===== src/rtl/al422_write_ctrl.sv =====
// Write-side controller for an AL422 FIFO: frames a host byte stream into
// /WRST + /WE write bursts, with short-frame and idle-timeout recovery.
module al422_write_ctrl #(
   parameter int unsigned FRAME_BYTES    = 2048,
   parameter int unsigned WRST_CYCLES    = 2,
   parameter int unsigned TIMEOUT_CYCLES = 65535
) (
   input  logic       in_clk,
   input  logic       in_nrst,
   input  logic       enable,
   input  logic [7:0] s_data,
   input  logic       s_valid,
   input  logic       s_sof,
   output logic       s_ready,
   output logic [7:0] al_data,
   output logic       al_nwe,
   output logic       al_nwrst,
   output logic       frame_done,
   output logic       err_short,
   output logic       err_timeout,
   output logic [7:0] frame_cnt,
   output logic       busy
);

   localparam int unsigned CntW  = $clog2(FRAME_BYTES + 1);
   localparam int unsigned WrstW = (WRST_CYCLES > 1) ? $clog2(WRST_CYCLES) : 1;

   localparam logic [CntW-1:0]  LastCnt  = CntW'(FRAME_BYTES - 1);
   localparam logic [CntW-1:0]  OneCnt   = CntW'(1);
   localparam logic [WrstW-1:0] WrstLast = WrstW'(WRST_CYCLES - 1);
   localparam logic [15:0]      IdleLast = 16'(TIMEOUT_CYCLES - 1);

   typedef enum logic [1:0] {
      StIdle,
      StWrst,
      StFirst,
      StWrite
   } state_e;

   state_e           state_q;
   logic             rdy_en_q;
   logic [7:0]       hold_q;
   logic [7:0]       al_data_q;
   logic             al_nwe_q;
   logic             al_nwrst_q;
   logic             frame_done_q;
   logic             err_short_q;
   logic [7:0]       frame_cnt_q;
   logic [CntW-1:0]  byte_cnt_q;
   logic [WrstW-1:0] wrst_cnt_q;
   logic [15:0]      idle_cnt_q;

   logic accept;
   logic idle_expired;

   // rdy_en_q keeps s_ready low while in reset; it rises on the first edge after release.
   assign s_ready      = rdy_en_q & (((state_q == StIdle) & enable) | (state_q == StWrite));
   assign accept       = s_valid & s_ready;
   assign idle_expired = (state_q == StWrite) & ~accept & (idle_cnt_q == IdleLast);

   assign al_data     = al_data_q;
   assign al_nwe      = al_nwe_q;
   assign al_nwrst    = al_nwrst_q;
   assign frame_done  = frame_done_q;
   assign err_short   = err_short_q;
   assign err_timeout = idle_expired;
   assign frame_cnt   = frame_cnt_q;
   assign busy        = (state_q != StIdle);

   always_ff @(posedge in_clk or negedge in_nrst) begin
      if (!in_nrst) begin
         state_q      <= StIdle;
         rdy_en_q     <= 1'b0;
         hold_q       <= 8'h00;
         al_data_q    <= 8'h00;
         al_nwe_q     <= 1'b1;
         al_nwrst_q   <= 1'b1;
         frame_done_q <= 1'b0;
         err_short_q  <= 1'b0;
         frame_cnt_q  <= 8'h00;
         byte_cnt_q   <= '0;
         wrst_cnt_q   <= '0;
         idle_cnt_q   <= 16'h0000;
      end else begin
         rdy_en_q     <= 1'b1;
         al_nwe_q     <= 1'b1;
         al_nwrst_q   <= 1'b1;
         frame_done_q <= 1'b0;
         err_short_q  <= 1'b0;

         unique case (state_q)
            StIdle: begin
               if (accept && s_sof) begin
                  hold_q     <= s_data;
                  wrst_cnt_q <= '0;
                  al_nwrst_q <= 1'b0;
                  state_q    <= StWrst;
               end
            end

            StWrst: begin
               if (wrst_cnt_q == WrstLast) begin
                  byte_cnt_q <= OneCnt;
                  idle_cnt_q <= 16'h0000;
                  state_q    <= StFirst;
               end else begin
                  wrst_cnt_q <= wrst_cnt_q + 1'b1;
                  al_nwrst_q <= 1'b0;
               end
            end

            StFirst: begin
               al_nwe_q  <= 1'b0;
               al_data_q <= hold_q;
               state_q   <= StWrite;
            end

            StWrite: begin
               if (accept) begin
                  idle_cnt_q <= 16'h0000;
                  // A new SOF wins over completion: the byte restarts the frame uncounted.
                  if (s_sof) begin
                     hold_q      <= s_data;
                     wrst_cnt_q  <= '0;
                     al_nwrst_q  <= 1'b0;
                     err_short_q <= 1'b1;
                     state_q     <= StWrst;
                  end else begin
                     al_nwe_q   <= 1'b0;
                     al_data_q  <= s_data;
                     byte_cnt_q <= byte_cnt_q + 1'b1;
                     if (byte_cnt_q == LastCnt) begin
                        frame_done_q <= 1'b1;
                        frame_cnt_q  <= frame_cnt_q + 8'd1;
                        state_q      <= StIdle;
                     end
                  end
               end else if (idle_expired) begin
                  state_q <= StIdle;
               end else begin
                  idle_cnt_q <= idle_cnt_q + 16'd1;
               end
            end

            default: state_q <= StIdle;
         endcase
      end
   end

endmodule


===== config.mk =====
export PLATFORM = sky130hd
export DESIGN_NAME = al422_write_ctrl
export DESIGN_NICKNAME = d
export VERILOG_FILES = /design/src/rtl/al422_write_ctrl.sv
export SDC_FILE = /design/constraint.sdc
export NUM_CORES = 1
export LEC_CHECK = 0
export ABC_CLOCK_PERIOD_IN_PS = 6200
export CORE_MARGIN = 1.5
export CORE_UTILIZATION = 40
export CTS_BUF_LIST = sky130_fd_sc_hd__clkbuf_4
export DETAILED_ROUTE_END_ITERATION = 10
export GPL_TIMING_DRIVEN = 1
export PLACE_DENSITY_LB_ADDON = 0.3
export SLEW_MARGIN = 25
export SYNTH_ARGS = -nofsm -noshare
export SYNTH_HDL_FRONTEND = slang
export SYNTH_SLANG_ARGS = --single-unit

===== constraint.sdc =====
create_clock -name in_clk -period 6.2 [get_ports in_clk]
set_input_delay 1.86 -clock in_clk [delete_from_list [all_inputs] [get_ports in_clk]]
set_output_delay 1.86 -clock in_clk [all_outputs]
set_load 0.02 [all_outputs]

==> summary.txt, run 1 <==
Route
  – Vias per cell: 5.285
  – Via count: between 2000 and 2500
  – Detailed Routing Iterations Pass 1: 4
  – Residual DRC count: 0
  – DR iter-0 viols: 71
  – Post-route ant nets: 0
  – Routed WL: a little under 6 mm
  – Wire per inst: 13.78 um

CTS
  – # hold bufs at CTS: 0
  – Post-CTS Resized: 0
  – CTS Buf Count: 9
  – Worst-Skew Late Latency: approximately 0.4 ns
  – Post-CTS Setup Bufs: 0
  – Clock Sinks: 60
  – Clock-pin slew on the worst setup and hold paths: 0.09 ns
  – CTS Root Buffer Type: clkbuf_4
  – Max Root-Sink Buffers: 2
  – TritonCTS clock tree: built
  – H-tree depth: 3

Synthesis
  – Mapped Nets: between 300 and 400
  – Post-synthesis sequential area ratio: between 40% and 50%
  – Top-count cell post-synth: dfrtp_1
  – FFs w/ async S/R, synth: 100.0%
  – Syn_area_per_cell: 10.57 um^2
  – Synth warn: 0
  – Mapped Area: 3033 um^2
  – Most used flip-flop cell after synthesis: dfrtp_1
  – Post-synth EDFFs: 0
  – Largest cells by area after synthesis: dfrtp_1, ha_1, nor2_1, mux2_2, a21oi_1
  – Commonest cells in the netlist: dfrtp_1, nor2_1, a21oi_1
  – Post-synth top area share: 47.85%
  – Synth Register Bits: 60
  – Synth Instances: roughly 290
  – Synth cell types: 51
  – Cell accounting for the most synthesized area: dfrtp_1

Worst setup path
  – Worst setup EP type: output port
  – Crit-path max FO: 7
  – Critical Path Start Type: input port
  – WP data required: 4.34 ns
  – Data arrival, critical path: ~3.4 ns
  – CP Class: input port to output port

GRT
  – Vias in the first global route: between 2000 and 2500
  – GR Util All Layers: around 16%
  – Grt total ovfl: 0
  – Initial antenna violation count: 0
  – First-pass GRT wire length: 10.22 mm
  – Largest net degree at the start of global routing: 61

Power
  – P_int: 0.8327 mW
  – Switching Share: between 30% and 40%
  – Combinational Power Share: slightly below 40%
  – Clock power share: between 15 and 20%
  – Pwr/cell area: around 370 nW/um^2
  – Max rail drop VDD: 194.1 uV
  – Lkg Pwr: roughly 1.5 nW
  – Switch Pwr: 0.5085 mW
  – Seq pwr share: between 40 and 50%

Placement
  – Gpl congestion: between 0.7 and 0.8
  – PortBufs: 35
  – Placed cell count: between 400 and 500
  – Place WS: just under 0.9 ns
  – DPL Wire Length: 4.088 mm

Floorplanning
  – Die Area: around 8000 um^2
  – Die Ht: 90.08 um
  – Boundary Pins: 36
  – DIE WIDTH: ~90 um
  – # rows: 31
  – Core ar.: 7292 um^2
  – Initial Utilization: a little over 40%

Final layout
  – Ratio of cells with drive above 1 in the final layout: 11.41%
  – Cell Count, Final, Fillers Out: between 400 and 500
  – Register area: between 1500 and 2000 um^2
  – Final Net Count: approximately 350
  – Ant diodes: 0
  – Fillcell total: slightly above 700
  – Area taken by multi-input logic gates: between 1000 and 1500 um^2
  – Synthesis-to-layout area growth: 18.85%

Timing
  – Setup TNS: 0 ns
  – Setup Viol. Count Final: 0
  – RSZ-0062 raised after global routing: no
  – Endpoints failing hold: 0
  – Final Skew: 0.01842 ns
  – Slew Limit Fails: 0
  – Final Cycle Share: a little under nine tenths
  – PnR worst setup slack: 0.8978 ns
  – Relative slew margins: approximately 44%
  – Post-route minimum period: between 5 and 6 ns
  – Fmax achieved: ~0.19 GHz
  – Worst Tran Pin Value: approximately 0.84 ns

Status
  – Status: completed

Worst hold path
  – HP Class: flop to flop

Job
  – Max-cap viol count: 0
per-layer routing:
metal	GRT usage [%]	vias up	wire, um
met4	5.159	0	60
met5	0	-	0
met1	19.71	1109	2882
li1	-	1132	-
met2	25.82	35	2800
met3	4.315	7	211
placed cells by master, fill, tap and decap left out, drive strengths merged, types with 4 or more instances in the layout:
cell type,Yosys,routed
xnor2,8,8
a21oi,21,21
xor2,10,10
ha,10,10
nor2,32,32
nor3,6,6
or4,6,6
o31ai,9,9
inv,7,7
nand2b,4,4
nand2,15,15
nand3,13,13
o21ai,12,12
and3,4,4
clkdlybuf4s50,0,34
clkbuf,3,10
dfrtp,58,58
nand4,10,10
clkinv,0,4
mux2i,8,8
or3,5,5
mux2,11,11
registers in the layout, indices dropped and copies added (netlist names):
name and flops:
al_nwe 1, frame_cnt 8, rdy_en_q 1, state_q 2, al_data 8, byte_cnt_q 12, err_short 1, wrst_cnt_q 1
hold_q 8, al_nwrst 1, frame_done 1, idle_cnt_q 16
power groups by stage:
stage               clock [mW]  combinational [mW]  sequential (mW)
finish                   0.265               0.533            0.543
global route             0.291               0.599            0.555
CTS                      0.275               0.538            0.543
detailed placement           0               0.537            0.549
global placement             0               0.524            0.547
floorplan                    0               0.347            0.577
cells by family (layout without fill, tap and decap cells):
group	Yosys count	count (layout)	share of synthesized area (%)
muxes	19	19	6.725
AOI/OAI and AO/OA	57	57	11.92
xor gates and xnor gates	18	18	5.198
buffers and inverters	14	60	2.268
other	1	1	0.1236
DFF	60	60	49.59
and+or+nand+nor	108	108	20.05
adders and majority gates	10	10	4.125
worst max-delay path: stages:
cell	delay (ns)
clkdlybuf4s50_1	0.47
nand2_1	0.10
nand2_1	0.15
nor3_1	0.23
clkdlybuf4s50_1	0.63
final timing paths:
path	cells after the start	to	slack, ns	startpoint
setup / recovery	5	err_timeout	0.90	s_valid
hold / removal	1	frame_cnt[7]$_DFFE_PN0P_	0.48	frame_cnt[7]$_DFFE_PN0P_
setup reg to reg	7	idle_cnt_q[8]$_DFFE_PN0P_	3.74	state_q[1]$_DFFE_PN0P_
hold reg to reg	1	frame_cnt[7]$_DFFE_PN0P_	0.48	frame_cnt[7]$_DFFE_PN0P_
max in group asynchronous	2	idle_cnt_q[14]$_DFFE_PN0P_	4.06	in_nrst
min in group asynchronous	2	frame_cnt[1]$_DFFE_PN0P_	1.63	in_nrst
final cells by class:
| class | count | share of cell area, % |
|---|---|---|
| Timing Repair Buffer | 37 | 9.997 |
| Inverter | 7 | 0.7289 |
| Tap cell | 99 | 3.436 |
| Clock buffer | 10 | 2.083 |
| Clock inverter | 6 | 1.527 |
| Multi-Input combinational cell | 213 | 40.51 |
| Sequential cell | 60 | 41.72 |
per-stage QoR:
step           area (um^2)  util [%]  hold slack, ns  power, mW
3_5_place_dp          3475     47.65          0.4672      1.086
6_report              3605     49.43          0.4788      1.341
4_1_cts               3605     49.43          0.4845      1.357
2_1_floorplan         3033         -          0.4637     0.9240
5_1_grt               3605     49.43          0.5150      1.444
3_3_place_gp          3475     47.65          0.4580      1.070
No activity file was read; power rests on OpenSTA's default activity.
==> inputs of run 2 (changes only) <==
- CTS_CLUSTER_SIZE: unset -> 10
==> results of run 2 <==
The final DEF is identical to that of run 1; final timing and power are the same.
==> inputs of run 3 (changes only) <==
- CORE_ASPECT_RATIO: unset -> 1.1
==> run 3 against run 2 <==
Routed wire length barely moved; clock power rose by 18%; sequential power barely moved; combinational power barely moved; setup slack got worse by 0.025 ns; via count fell by 0.88%; global-route usage rose by 0.22 points; clock skew fell by 0.0057 ns; register-to-register slack improved by 0.02 ns; clock-buffer cell count rose by 1.
==> summary.txt, run 3 (synthesis gave the netlist of run 1 again) <==
CTS
  – TritonCTS clock tree: built
  – CTS Root Buffer Type: clkbuf_4
  – Worst-Skew Late Latency: around 0.4 ns
  – Post-CTS Resized: 0
  – Clock Sinks: 60
  – H-tree depth: 3
  – CTS Buf Count: 9
  – Max Root-Sink Buffers: 2
  – Post-CTS Setup Bufs: 0
  – Clock-pin slew on the worst setup and hold paths: ~0.11 ns
  – # hold bufs at CTS: 0

Floorplanning
  – Initial Utilization: between 40% and 50%
  – Die Ht: around 94 um
  – Die Area: between 8000 and 9000 um^2
  – # rows: 33
  – DIE WIDTH: roughly 86 um
  – Core ar.: 7391 um^2
  – Boundary Pins: 36

Placement
  – Gpl congestion: approximately 0.77
  – DPL Wire Length: roughly 4 mm
  – PortBufs: 35
  – Placed inst area: about 3500 um^2

Final layout
  – Synthesis-to-layout area growth: 19.31%
  – Area taken by multi-input logic gates: roughly 1500 um^2
  – Top Registers: idle_cnt_q x16, byte_cnt_q x12
  – Finished Cell Area: between 3000 and 4000 um^2
  – Final Core Density: between 40% and 50%
  – Final Net Count: ~350
  – Register area: ~1500 um^2
  – Commonest non-fill, non-tap cell in the layout: dfrtp_1
  – Max FFs per register: 16
  – Commonest non-fill, non-tap cells in the layout: dfrtp_1, clkdlybuf4s50_1, nor2_1
  – Ant diodes: 0
  – Top reg by flops: idle_cnt_q
  – Fillcell total: around 670
  – Ratio of cells with drive above 1 in the final layout: between 10% and 20%

Worst hold path
  – HP Class: flop to flop
  – Hold depth: 1

Route
  – Vias per cell: approximately 5.4
  – DR iter-0 viols: ~130
  – Wire per inst: ~14 um
  – Residual DRC count: 0
  – Detailed Routing Iterations Pass 1: 4
  – Routed WL: between 5 and 6 mm
  – Via count: ~2300
  – Post-route ant nets: 0

Timing
  – Endpoints failing hold: 0
  – Setup TNS: 0 ns
  – Post-route minimum period: ~5.3 ns
  – Final Cycle Share: between 80% and 90%
  – Relative slew margins: between 30% and 40%
  – Setup Viol. Count Final: 0
  – Final Skew: 0.01268 ns
  – Worst Tran Pin Value: about 0.90 ns
  – Slew Limit Fails: 0
  – Fmax achieved: roughly 0.19 GHz
  – RSZ-0062 raised after global routing: no

GRT
  – First-pass GRT wire length: approximately 10 mm
  – Vias in the first global route: 2178
  – Largest net degree at the start of global routing: about 60
  – Initial antenna violation count: 0
  – GR Util All Layers: approximately 16%
  – Grt total ovfl: 0

Worst setup path
  – R2R setup slack: ~3.8 ns
  – WP data required: between 4 and 5 ns
  – Critical path's slowest cell: clkdlybuf4s50_1
  – Worst R2R Path Depth: 7
  – Data arrival, critical path: roughly 3.5 ns
  – Critical Path Start Type: input port
  – Worst-path cell chain: clkdlybuf4s50_1 -> nand2_1 -> nand2_1 -> nor3_1 -> clkdlybuf4s50_1
  – CP max stage delay: 0.63 ns
  – CP Class: input port to output port
  – Worst setup EP type: output port
  – Crit-path max FO: 7

Status
  – Status: completed

Power
  – Max rail drop VDD: between 150 and 200 uV
  – Lkg Pwr: between 1.5 and 2 nW
  – Design Power: roughly 1.4 mW
  – Pwr/cell area: between 300 and 400 nW/um^2

Job
  – Max-cap viol count: 0
-- run 3: cell count changes in the layout (fill, tap and decap cells not counted) --
cell | previous run | this run
clkbuf_4 | 10 | 11
clkinv_1 | 2 | 1
bufinv_16 | 1 | 2
clkinv_2 | 2 | 1
-- run 3: per-stage QoR --
step / hold slack [ns] / worst slack, ns / cells
after floorplan: 0.4637 / 1.786 / 287
after global placement: 0.4576 / 0.8928 / 404
after detailed placement: 0.4578 / 0.8461 / 404
after CTS: 0.4760 / 0.8471 / 420
after global routing: 0.5052 / 0.7427 / 420
final: 0.4710 / 0.8726 / 420
-- run 3: final cells by class --
type	count	area share, %
flip-flops and latches	60	41.56
multi-input cells	213	40.35
repair buffers	37	9.959
well taps	87	3.008
clock buffers	11	2.282
clock inverters	5	2.109
inverters	7	0.7261
-- run 3: per-layer routing --
| metal | up-vias | track usage, % | part of all wire (%) |
|---|---|---|---|
| met4 | 0 | 9.274 | 2.6 |
| met3 | 11 | 3.251 | 3.3 |
| met1 | 1085 | 20.20 | 49 |
| li1 | 1127 | - | - |
| met2 | 40 | 24.93 | 45 |
| met5 | - | 0 | 0 |
-- run 3: power by group --
| part | switching (mW) | internal [mW] | total [mW] |
|---|---|---|---|
| combinational | 0.302 | 0.228 | 0.530 |
| sequential | 0.0601 | 0.480 | 0.540 |
| clock | 0.143 | 0.171 | 0.314 |
| total | 0.505 | 0.879 | 1.38 |
-- run 3: path summary, 6_finish.rpt --
kind	from	end
worst max-delay path	s_valid	err_timeout
worst min-delay path	frame_cnt[7]$_DFFE_PN0P_	frame_cnt[7]$_DFFE_PN0P_
worst max register to register	state_q[1]$_DFFE_PN0P_	idle_cnt_q[13]$_DFFE_PN0P_
worst min register to register	frame_cnt[7]$_DFFE_PN0P_	frame_cnt[7]$_DFFE_PN0P_
max in group asynchronous	in_nrst	byte_cnt_q[11]$_DFFE_PN0P_
min in group asynchronous	in_nrst	frame_cnt[7]$_DFFE_PN0P_
-- run 3: critical path, delay by kind of cell --
family,cells,cell delay [ns]
buf+inv,2,1.11
simple gates,3,0.50
